`config.mk`:
```
export PLATFORM = sky130hd
export DESIGN_NAME = lcd_bus_scheduler
export DESIGN_NICKNAME = d
export VERILOG_FILES = /design/src/rtl/lcd_pkg.sv /design/src/rtl/lcd_rr_arbiter.sv /design/src/rtl/lcd_bus_scheduler.sv
export SDC_FILE = /design/constraint.sdc
export NUM_CORES = 1
export LEC_CHECK = 0
export ABC_AREA = 1
export ABC_CLOCK_PERIOD_IN_PS = 2600
export CORE_ASPECT_RATIO = 0.9
export CORE_MARGIN = 3
export CORE_UTILIZATION = 51
export CTS_CLUSTER_SIZE = 8
export DETAILED_ROUTE_END_ITERATION = 8
export PLACE_DENSITY = 0.88
export SETUP_SLACK_MARGIN = 0.1
export SYNTH_ARGS = -nofsm -noshare
export SYNTH_HDL_FRONTEND = slang
export SYNTH_HIERARCHICAL = 1
export SYNTH_SLANG_ARGS = --single-unit
```
`constraint.sdc`:
```
create_clock -name i_clock -period 2.6 [get_ports i_clock]
set_input_delay 0.52 -clock i_clock [delete_from_list [all_inputs] [get_ports i_clock]]
set_output_delay 0.52 -clock i_clock [all_outputs]
set_load 0.005 [all_outputs]
```
`src/rtl/lcd_pkg.sv`:
```
// Shared LCD bus definitions: FSM states, register map
// and the power-on init table.
package lcd_pkg;

  typedef enum logic [2:0] {
    S_INIT,
    S_IDLE,
    S_ISSUE,
    S_WAIT_DONE,
    S_WAIT_IDLE,
    S_COMPLETE
  } state_e;

  localparam logic [6:0] LCD_REG_POWER    = 7'h01;
  localparam logic [6:0] LCD_REG_DISP     = 7'h02;
  localparam logic [6:0] LCD_REG_CONTRAST = 7'h03;
  localparam logic [6:0] LCD_REG_BIAS     = 7'h04;
  localparam logic [6:0] LCD_REG_SCROLL   = 7'h05;
  localparam logic [6:0] LCD_REG_CLEAR    = 7'h06;
  localparam logic [6:0] LCD_REG_MODE     = 7'h07;
  localparam logic [6:0] LCD_REG_ON       = 7'h08;

  // Returns {addr[6:0], data[7:0]}
  function automatic logic [14:0] init_table(
    input logic [7:0] idx
  );
    logic [14:0] e;
    case (idx)
      8'd0:    e = {LCD_REG_POWER,    8'h80};
      8'd1:    e = {LCD_REG_DISP,     8'h01};
      8'd2:    e = {LCD_REG_CONTRAST, 8'h0F};
      8'd3:    e = {LCD_REG_BIAS,     8'h3C};
      8'd4:    e = {LCD_REG_SCROLL,   8'h00};
      8'd5:    e = {LCD_REG_CLEAR,    8'hFF};
      8'd6:    e = {LCD_REG_MODE,     8'h10};
      8'd7:    e = {LCD_REG_ON,       8'h55};
      default: e = '0;
    endcase
    return e;
  endfunction

endpackage

```
`src/rtl/lcd_rr_arbiter.sv`:
```
// Two-port round-robin arbiter; the pointer names the
// port preferred on the next contended grant.
module lcd_rr_arbiter (
  input  logic clk_i,
  input  logic rst_ni,
  input  logic req0_i,
  input  logic req1_i,
  input  logic en_i,
  output logic vld_o,
  output logic gnt_o
);

  logic ptr_q, ptr_d;

  always_comb begin
    vld_o = en_i && (req0_i || req1_i);
    gnt_o = (req0_i && req1_i) ? ptr_q : req1_i;
    ptr_d = vld_o ? ~gnt_o : ptr_q;
  end

  always_ff @(posedge clk_i or negedge rst_ni) begin
    if (!rst_ni) begin
      ptr_q <= 1'b0;
    end else begin
      ptr_q <= ptr_d;
    end
  end

endmodule

```
`src/rtl/lcd_bus_scheduler.sv`:
```
// Shares one LCD transceiver between init table, host
// CPU and refresh engine, with a transfer timeout.
module lcd_bus_scheduler #(
  parameter int INIT_LEN       = 8,
  parameter int TIMEOUT_CYCLES = 4096
) (
  input  logic       i_clock,
  input  logic       i_resetN,
  input  logic       i_req0,
  input  logic       i_req1,
  input  logic       i_rd0,
  input  logic       i_rd1,
  input  logic [6:0] i_addr0,
  input  logic [6:0] i_addr1,
  input  logic [7:0] i_wdata0,
  input  logic [7:0] i_wdata1,
  output logic       o_ack0,
  output logic       o_ack1,
  output logic [7:0] o_rdata,
  output logic       o_error,
  output logic       o_initDone,
  output logic       o_txBegin,
  output logic       o_rxBegin,
  output logic [6:0] o_address,
  output logic [7:0] o_txData,
  input  logic       i_txBusy,
  input  logic       i_rxBusy,
  input  logic       i_txDone,
  input  logic       i_rxDone,
  input  logic [7:0] i_rxData
);
  import lcd_pkg::*;

  localparam logic [15:0] TMO = 16'(TIMEOUT_CYCLES - 1);

  state_e      state_q, state_d;
  logic [7:0]  idx_q, idx_d;
  logic [15:0] timer_q, timer_d;
  logic        rd_q, rd_d;
  logic        init_q, init_d;
  logic        gnt_q, gnt_d;
  logic        err_q, err_d;
  logic        done_q, done_d;
  logic [6:0]  addr_q, addr_d;
  logic [7:0]  wdata_q, wdata_d;
  logic [7:0]  rdata_q, rdata_d;

  logic arb_en, arb_vld, arb_gnt;
  logic busy, done, timing;

  lcd_rr_arbiter u_arb (
    .clk_i  (i_clock),
    .rst_ni (i_resetN),
    .req0_i (i_req0),
    .req1_i (i_req1),
    .en_i   (arb_en),
    .vld_o  (arb_vld),
    .gnt_o  (arb_gnt)
  );

  assign busy   = i_txBusy | i_rxBusy;
  assign done   = i_txDone | i_rxDone;
  assign timing = state_q inside
    {S_ISSUE, S_WAIT_DONE, S_WAIT_IDLE};

  always_comb begin
    state_d = state_q;
    idx_d   = idx_q;
    timer_d = timer_q;
    rd_d    = rd_q;
    init_d  = init_q;
    gnt_d   = gnt_q;
    err_d   = err_q;
    done_d  = done_q;
    addr_d  = addr_q;
    wdata_d = wdata_q;
    rdata_d = rdata_q;
    arb_en  = 1'b0;
    unique case (state_q)
      S_INIT: begin
        if (idx_q == 8'(INIT_LEN)) begin
          done_d  = 1'b1;
          state_d = S_IDLE;
        // transceiver has no reset; let it drain first
        end else if (!busy && !done) begin
          init_d  = 1'b1;
          rd_d    = 1'b0;
          err_d   = 1'b0;
          timer_d = '0;
          {addr_d, wdata_d} = init_table(idx_q);
          state_d = S_ISSUE;
        end
      end
      S_IDLE: begin
        arb_en = done_q;
        if (arb_vld) begin
          gnt_d   = arb_gnt;
          init_d  = 1'b0;
          err_d   = 1'b0;
          timer_d = '0;
          rd_d    = arb_gnt ? i_rd1 : i_rd0;
          addr_d  = arb_gnt ? i_addr1 : i_addr0;
          wdata_d = arb_gnt ? i_wdata1 : i_wdata0;
          state_d = S_ISSUE;
        end
      end
      S_ISSUE: begin
        timer_d = timer_q + 16'd1;
        if (rd_q ? i_rxBusy : i_txBusy) begin
          timer_d = '0;
          state_d = S_WAIT_DONE;
        end
      end
      S_WAIT_DONE: begin
        timer_d = timer_q + 16'd1;
        if (rd_q ? i_rxDone : i_txDone) begin
          if (rd_q) rdata_d = i_rxData;
          state_d = S_WAIT_IDLE;
        end
      end
      S_WAIT_IDLE: begin
        timer_d = timer_q + 16'd1;
        if (!busy && !done) state_d = S_COMPLETE;
      end
      S_COMPLETE: begin
        if (init_q) begin
          idx_d   = idx_q + 8'd1;
          state_d = S_INIT;
        end else begin
          state_d = S_IDLE;
        end
      end
      default: state_d = S_INIT;
    endcase
    if (timing && timer_q == TMO) begin
      err_d   = 1'b1;
      rdata_d = rdata_q;
      state_d = S_COMPLETE;
    end
  end

  always_ff @(posedge i_clock or negedge i_resetN) begin
    if (!i_resetN) begin
      state_q <= S_INIT;
      idx_q   <= '0;
      timer_q <= '0;
      rd_q    <= 1'b0;
      init_q  <= 1'b0;
      gnt_q   <= 1'b0;
      err_q   <= 1'b0;
      done_q  <= 1'b0;
      addr_q  <= '0;
      wdata_q <= '0;
      rdata_q <= '0;
    end else begin
      state_q <= state_d;
      idx_q   <= idx_d;
      timer_q <= timer_d;
      rd_q    <= rd_d;
      init_q  <= init_d;
      gnt_q   <= gnt_d;
      err_q   <= err_d;
      done_q  <= done_d;
      addr_q  <= addr_d;
      wdata_q <= wdata_d;
      rdata_q <= rdata_d;
    end
  end

  assign o_txBegin  = (state_q == S_ISSUE) && !rd_q;
  assign o_rxBegin  = (state_q == S_ISSUE) && rd_q;
  assign o_ack0     = (state_q == S_COMPLETE) && !init_q && !gnt_q;
  assign o_ack1     = (state_q == S_COMPLETE) && !init_q && gnt_q;
  assign o_error    = (state_q == S_COMPLETE) && !init_q && err_q;
  assign o_rdata    = rdata_q;
  assign o_address  = addr_q;
  assign o_txData   = wdata_q;
  assign o_initDone = done_q;

endmodule

```
==> results of run 1 <==
-- worst max-delay path: stages (launching register included) --
cell and delay (ps):
dfrtp_1 440, inv_2 80, nor2_4 110, nand2_2 90, nor2_2 120, inv_1 80, nor2_1 120, clkdlybuf4s50_1 520
-- layer usage --
metal  global-route usage (%)  vias up  share of wire [%]
li1                         -     1741                  -
met3                     5.50       12                8.7
met5                        0        -                  0
met1                     36.0     1660                 45
met2                     36.7      161                 45
met4                     4.59        0                1.1
-- area by class of cell --
type                    instances  area [um^2]  share of cell area [%]
clock inverters                 2         38.8                   0.869
well taps                      90          113                    2.52
multi-input cells             373         1860                    41.8
flip-flops and latches         56         1400                    31.4
clock buffers                   6         72.6                    1.63
repair buffers                 80          786                    17.6
inverters                      50          188                    4.20
-- registers in the layout, summed over array words and instances, names as in the netlist --
register,count
u_arb/ptr_q,1
o_rdata,8
rd_q,1
gnt_q,1
init_q,1
o_txData,8
err_q,1
o_address,7
idx_q,8
o_initDone,1
state_q,3
timer_q,16
-- cell families after synthesis --
kind of cell	Yosys count	share of synthesized area [%]
adder cells (fa/ha/maj)	7	2.48
buffers and inverters	64	7.58
flip-flops	56	39.7
AO/OA/AOI/OAI	56	9.60
XOR/XNOR	9	2.23
AND/OR/NAND/NOR	296	37.0
multiplexers	5	1.42
-- through the flow --
stage / instance area, um^2 / power, mW / util, % / hold slack, ps / std cells
2_1_floorplan: 3530 / 2.45 / - / 224 / 493
6_report: 4460 / 3.71 / 67.1 / 337 / 657
5_1_grt: 4460 / 4.01 / 67.1 / 384 / 657
3_5_place_dp: 4350 / 3.10 / 65.3 / 467 / 649
3_3_place_gp: 4350 / 3.03 / 65.3 / 463 / 649
4_1_cts: 4460 / 3.68 / 67.0 / 361 / 657
-- Yosys cell counts, drive strengths merged (4+ instances only) --
cell | count | area (um^2)
nand2 | 158 | 603
nor2 | 63 | 264
dfrtp | 56 | 1400
inv | 50 | 188
nand3 | 49 | 260
o21ai | 33 | 195
nand4 | 20 | 140
buf | 11 | 68.8
a21oi | 10 | 50.1
ha | 7 | 87.6
xor2 | 6 | 52.6
mux2i | 5 | 50.1
o21bai | 5 | 37.5
o31ai | 4 | 30.0
-- power breakdown --
part | internal, mW | total (mW) | leakage [nW] | switching, mW
clock network | 0.292 | 0.587 | 0.0558 | 0.295
logic | 0.723 | 1.68 | 1.31 | 0.957
registers | 1.15 | 1.44 | 0.750 | 0.292
total | 2.16 | 3.71 | 2.11 | 1.54
-- final timing paths --
path | startpoint | endpoint | slack, ps | cells after the start
max | state_q[0] | o_error | 190 | 7
min | i_resetN | idx_q[3] | 340 | 2
max reg2reg | state_q[0] | o_address[0] | 420 | 12
min reg2reg | u_arb/ptr_q | u_arb/ptr_q | 490 | 2
max in group asynchronous | i_resetN | state_q[1] | 1750 | 2
min in group i_clock | u_arb/ptr_q | u_arb/ptr_q | 490 | 2
==> flow_metrics.py, run 1 <==
metrics = {
    "outcome": {
        "status": "finished clean",
    },
    "drt": {
        "vias": 3574,
        "drtPass1Iterations": 5,
        "drt-total-wl_um": 9220,
        "vias_per_cell": 5.44,
        "drt_iter0_drc": 450,
        "ant_nets": 0,
        "wl_per_cell_um": 14.0,
        "drc_errors": 0,
    },
    "timing": {
        "relSlewSlack_pct": 51.7,
        "fmax_mhz": 415,
        "fin_crit_ps": 2410,
        "setup_slack_ps": 190,
        "tns_ps": 0,
        "rsz0062_at_grt": "no",
        "period_share_pct": 92.7,
        "hold_violations": 0,
        "worst_slew_pin_slew_ps": 724,
        "fin_skew_ps": 14.1,
        "maxSlewViolCount": 0,
        "setup_viol": 0,
    },
    "layout": {
        "final_common_cell": "nand2_1",
        "layout.nets": 621,
        "layout_common_cells": "nand2_1 (154), clkdlybuf4s50_1 (75), nor2_1 (55), dfrtp_1 (55), nand3_1 (46)",
        "antenna_cells": 0,
        "area_growth_pct": 26.4,
        "drive_above_1_share_pct": 8.82,
        "filler_cell_count": 549,
    },
    "synth": {
        "synth.avg_cell_area_um2": 7.16,
        "async_flop_share_pct": 100,
        "synth-edff-count": 0,
        "ys_seq_area_share_pct": 39.7,
        "synth_fp_nets": 548,
        "yosysUniqueCellTypes": 32,
        "synth_ff_type": "dfrtp_1",
        "syn_inst": 493,
        "syn-cell-area_mm2": 0.00353,
        "synth_seq_cells": 56,
        "synth-warning-count": 6,
    },
    "flow_run": {
        "cap_violations": 0,
    },
    "floorplan": {
        "die_w_um": 93.7,
        "start_util_pct": 53.0,
        "ioPinCount": 77,
        "fp.dieH_um": 84.9,
        "core_area_mm2": 0.00666,
        "die_area_mm2": 0.00796,
        "rows": 28,
    },
    "setup_path": {
        "start_kind": "flop",
        "cp_max_fo": 4,
        "critPathKind": "flop to primary output",
        "worst_ep_arrival_time_ps": 1890,
        "critPathRequiredTime_ps": 2080,
        "crit_path_end_kind": "primary output",
    },
    "cts": {
        "cts_buffers": 5,
        "cts_root_buf": "clkbuf_8",
        "post_cts_buffers": 0,
        "insertion_delay_ps": 320,
        "htree_num_levels": 2,
        "cts_tree": "yes",
        "cts_buffer_depth": 2,
        "clkSinkCount": 56,
        "path_clk_slew_ps": 100,
        "cts_hold_buf": 0,
        "cts_resized": 0,
    },
    "placed_design": {
        "port_buffers": 76,
        "post-dp-hpwl_um": 6800,
        "gp_congestion": 0.932,
        "pre_cts_slack_ps": 311,
    },
    "power_and_ir_drop": {
        "p_per_area_mw_per_mm2": 830,
        "leakage_nw": 2.11,
        "peakVddDrop_mv": 0.431,
    },
    "global_routing": {
        "grt_pass1_vias": 3365,
        "grt_use_total_pct": 24.3,
        "grt.overflow.total": 0,
        "grt_pass1_wl_um": 15700,
        "antenna_found_initial": 0,
        "grt_max_degree": 57,
    },
    "worst_hold_path": {
        "min_path_type": "input pin to async pin",
    },
}
No activity file was read; power rests on OpenSTA's default activity.
==> run 2, diff against run 1 <==
--- a/config.mk
+++ b/config.mk
@@ -13,7 +13,7 @@
 export CTS_CLUSTER_SIZE = 8
 export DETAILED_ROUTE_END_ITERATION = 8
 export PLACE_DENSITY = 0.88
-export SETUP_SLACK_MARGIN = 0.1
+export SETUP_SLACK_MARGIN = 0.15
 export SYNTH_ARGS = -nofsm -noshare
 export SYNTH_HDL_FRONTEND = slang
 export SYNTH_HIERARCHICAL = 1
==> flow_metrics.py, run 2 (synthesized netlist as in run 1, its figures left out) <==
metrics = {
    "timing": {
        "maxSlewViolCount": 0,
        "hold_ws_ps": 325,
        "worst_slew_pin_slew_ps": 720,
        "fmax_mhz": 446,
        "setup_slack_ps": 358,
        "fin_crit_ps": 2240,
        "relSlewSlack_pct": 52.0,
        "tns_ps": 0,
        "fin_skew_ps": 7.41,
        "setup_viol": 0,
        "hold_violations": 0,
        "period_share_pct": 86.2,
        "rsz0062_at_grt": "no",
    },
    "layout": {
        "layout.nets": 622,
        "antenna_cells": 0,
        "drive_above_1_share_pct": 9.15,
        "postLayoutCoreUtil_pct": 67.4,
        "top_register": "timer_q",
        "largest_register_ffs": 16,
        "area_growth_pct": 27.0,
        "layout_common_cells": "nand2_1 (154), clkdlybuf4s50_1 (72), nor2_1 (55), dfrtp_1 (55), nand3_1 (45)",
        "finalInstanceArea_mm2": 0.00448,
        "final_common_cell": "nand2_1",
        "final_cells": 658,
    },
    "cts": {
        "cts_buffers": 5,
        "cts_buffer_depth": 2,
        "insertion_delay_ps": 320,
        "clkSinkCount": 56,
        "cts_hold_buf": 0,
        "htree_num_levels": 2,
        "cts_root_buf": "clkbuf_8",
        "path_clk_slew_ps": 100,
        "cts_tree": "yes",
    },
    "global_routing": {
        "grt_max_degree": 57,
        "grt_use_total_pct": 24.4,
        "grt_pass1_vias": 3384,
        "grt_pass1_wl_um": 15800,
        "grt.overflow.total": 0,
        "antenna_found_initial": 0,
    },
    "setup_path": {
        "cp_num_buf_inv": 2,
        "critPathKind": "flop to primary output",
        "critPathRequiredTime_ps": 2080,
        "crit_family": "buffers and inverters",
        "r2r_slack_ps": 440,
        "cp_slowest_cell": "clkdlybuf4s50_1",
        "worst_ep_arrival_time_ps": 1720,
        "critPathMaxStageDelay_ps": 500,
        "start_kind": "flop",
        "crit_chain": "inv_2 -> nand3_2 -> nor2_1 -> clkdlybuf4s50_1",
        "r2r_start": "state_q[0]",
        "crit_path_end_kind": "primary output",
        "r2r_cells": 12,
        "cp_max_fo": 7,
        "reg2reg_to": "o_address[6]",
    },
    "placed_design": {
        "place_area_mm2": 0.00435,
        "post-dp-hpwl_um": 6800,
        "gp_congestion": 0.932,
        "place_inst": 649,
        "port_buffers": 76,
        "pre_cts_slack_ps": 311,
    },
    "floorplan": {
        "ioPinCount": 77,
        "die_area_mm2": 0.00796,
        "die_w_um": 93.7,
        "fp.dieH_um": 84.9,
        "start_util_pct": 53.0,
        "core_area_mm2": 0.00666,
        "rows": 28,
    },
    "power_and_ir_drop": {
        "leakage_nw": 2.18,
        "p_per_area_mw_per_mm2": 832,
        "power_mw": 3.73,
        "peakVddDrop_mv": 0.388,
    },
    "drt": {
        "drt-total-wl_um": 9310,
        "drt_iter0_drc": 434,
        "vias": 3602,
        "vias_per_cell": 5.47,
        "drtPass1Iterations": 6,
        "wl_per_cell_um": 14.2,
        "ant_nets": 0,
        "drc_errors": 0,
    },
    "worst_hold_path": {
        "min_path_type": "input pin to async pin",
    },
    "outcome": {
        "status": "finished clean",
    },
    "flow_run": {
        "cap_violations": 0,
    },
}
run 2: cell count changes in the layout (fill, tap and decap cells not counted), sizes merged:
cell	change
clkdlybuf4s50	-3
dlymetal6s2s	+3
buf	+1
run 2: power by group:
group	total, mW	switching (mW)	internal [mW]	leakage [nW]
clock network	0.586	0.294	0.292	0.0558
registers	1.43	0.286	1.15	0.750
logic	1.71	0.979	0.734	1.37
run 2: worst max-delay path by stage:
stage	from	end	slack, ps	cells past startpoint
floorplan	state_q[1]	timer_q[13]	680	12
global placement	i_req1	o_address[4]	430	9
detailed placement	i_req1	o_address[6]	310	9
CTS	state_q[0]	o_ack1	150	7
global route	state_q[2]	o_address[0]	230	11
finish	state_q[2]	o_rxBegin	360	4
run 2: area by class of cell:
class	instances	area, um^2
fillers	547	2170
multi-input cells	373	1870
flip-flops and latches	56	1400
repair buffers	81	801
inverters	50	188
well taps	90	113
clock buffers	6	72.6
clock inverters	2	38.8
run 2: repair_timing:
item                                    CTS  global route
setup buffers                             1             0
resized for setup                         1             5
pin swaps                                 0             1
endpoints found under the setup margin    3             4
run 2: metal layers:
layer / GRT usage (%) / vias to the layer above / wire length [um]
met1: 36.1 / 1664 / 4220
met3: 5.50 / 16 / 780
li1: - / 1740 / -
met4: 4.59 / 0 / 119
met5: 0 / - / 0
met2: 37.1 / 182 / 4200
==> variant, RTL diff (config.mk and constraints of run 2) <==
Compare `idx_q` against `8'(INIT_LEN)` with >= in place of ==.
--- a/src/rtl/lcd_bus_scheduler.sv
+++ b/src/rtl/lcd_bus_scheduler.sv
@@ -79,5 +79,5 @@
     unique case (state_q)
       S_INIT: begin
-        if (idx_q == 8'(INIT_LEN)) begin
+        if (idx_q >= 8'(INIT_LEN)) begin
           done_d  = 1'b1;
           state_d = S_IDLE;
Behaviour: no difference found for any inputs over 10 cycles, from zero or initial values and one cycle with i_resetN low; that may be too few to reach the edited logic, so the function may still have changed.
==> variant against run 2 <==
- sequential share of layout area is 0.13 points lower
- setup slack worse by 0.23 ns
- final cell count is 1.2% lower
- clock power is 12% lower
- total power is 0.43% lower
- routed wire length is 0.92% higher
- area after synthesis is 1.8% higher
- sequential cell count stayed put
- final area is 0.50% higher
- largest power group unchanged
==> variant: results (changes against run 2) <==
- The average size of a mapped cell is 7.41 um2 (+3.5%).
- The global-route wire length before repair is 15600 um (-1.3%).
- The headroom to the max-slew limit is 0.521 (+0.000978).
- The number of DRC violations after detailed-routing iteration 0 was 294 (-32%).
- The via count of the first global-routing pass is 3383 (-0.030%).
- The sum of net half-perimeters after detailed placement is 7170 um (+5.4%).
- The wire length on met1 is 4100 um (-2.6%).
- The synthesized-area fraction occupied by xor and xnor cells is 0.0244 (+0.00203).
- The post-synthesis mux area share is 0.0139 (-0.000256).
- The buffer count from post-CTS setup fixing is 0 (-1).
- The total global-route track usage is 0.240 (-0.00349).
- The number of gates given a new drive strength after cts is 0 (-1).
- The post-placement setup slack came to 0.381 ns (+0.0699 ns).
- The share of final-layout standard cells stronger than drive strength 1 is 0.116 (+0.0245).
- The static leakage is 2.21 nW (+1.5%).
- The power density normalized to cell area came to 825 nW/um2 (-0.92%).
- The via count came to 3458 (-4.0%).
- The met2 routing resource usage after global routing is 0.401 (+0.0307).
- The part of the Yosys area used for sequential elements is 0.390 (-0.00718).
- The maximum single-stage delay on the critical path is 0.54 ns (+0.04 ns).
- The met3 layer usage reported by global route is 0.0360 (-0.0190).
- The internal power component is 2.12 mW (-2.3%).
- The post-detailed-placement cell area is 4390 um2 (+1.0%).
- The peak ir drop on the vdd network is 0.508 mV (+31%).
- The critical path arrival is 1.95 ns (+0.23 ns).
- The number of filler instances in the final layout is 544 (-0.55%).
- The flow ran to the end, and the final reports show no timing, DRC or antenna violations.
- The complex-gate fraction of the synthesized area is 0.0804 (-0.0157).
- The number of library cell types mapped by synthesis is 38 (+19%).
- The proportion of power drawn by the clock network is 0.138 (-0.019).
- The length of the first detailed-routing pass in iterations is 5 (-1).
- The via-per-instance ratio is 5.32 (-2.8%).
- The final net count is 615 (-1.1%).
- The detailed-routed wire length on met3 came to 432 um (-45%).
- The part of the total power dissipated in combinational logic was 0.499 (+0.040).
- The mean routed wirelength per cell is 14.5 um (+2.2%).
- The cell total after placement came to 642 (-1.1%).
- The adder-cell area share of the yosys netlist is 0.0244 (-0.000449).
- Ranked by total cell area, the synthesized netlist is headed by sky130_fd_sc_hd__dfrtp_1, sky130_fd_sc_hd__nand2_1, sky130_fd_sc_hd__nand3_1.
- The critical-path maximum fanout is 5 (-2).
- In the synthesized netlist, the cells that appear most often are sky130_fd_sc_hd__nand2_1, sky130_fd_sc_hd__dfrtp_1, sky130_fd_sc_hd__inv_1, sky130_fd_sc_hd__nand3_1, sky130_fd_sc_hd__nor2_1.
variant: final cells by class:
cell class | instances | area [um2] | share of cell area
repair buffers | 80 | 786 | 0.174
flip-flops and latches | 56 | 1400 | 0.311
well taps | 90 | 113 | 0.0250
inverters | 57 | 221 | 0.0491
multi-input cells | 360 | 1890 | 0.419
clock buffers | 7 | 96.3 | 0.0214
variant: final timing paths:
path / from / to / slack (ns) / cells past startpoint
min reg2reg: o_rdata[3] / o_rdata[3] / 0.48 / 2
min: i_resetN / o_rdata[7] / 0.32 / 2
max in group asynchronous: i_resetN / state_q[2] / 1.77 / 2
min in group i_clock: o_rdata[3] / o_rdata[3] / 0.48 / 2
max reg2reg: state_q[1] / o_address[4] / 0.35 / 11
max: state_q[1] / o_error / 0.13 / 4
variant: critical path, delay by kind of cell, from the launching register on:
family        cells  cell delay (ns)
buf+inv           2             0.71
flops             1             0.48
simple gates      2             0.45
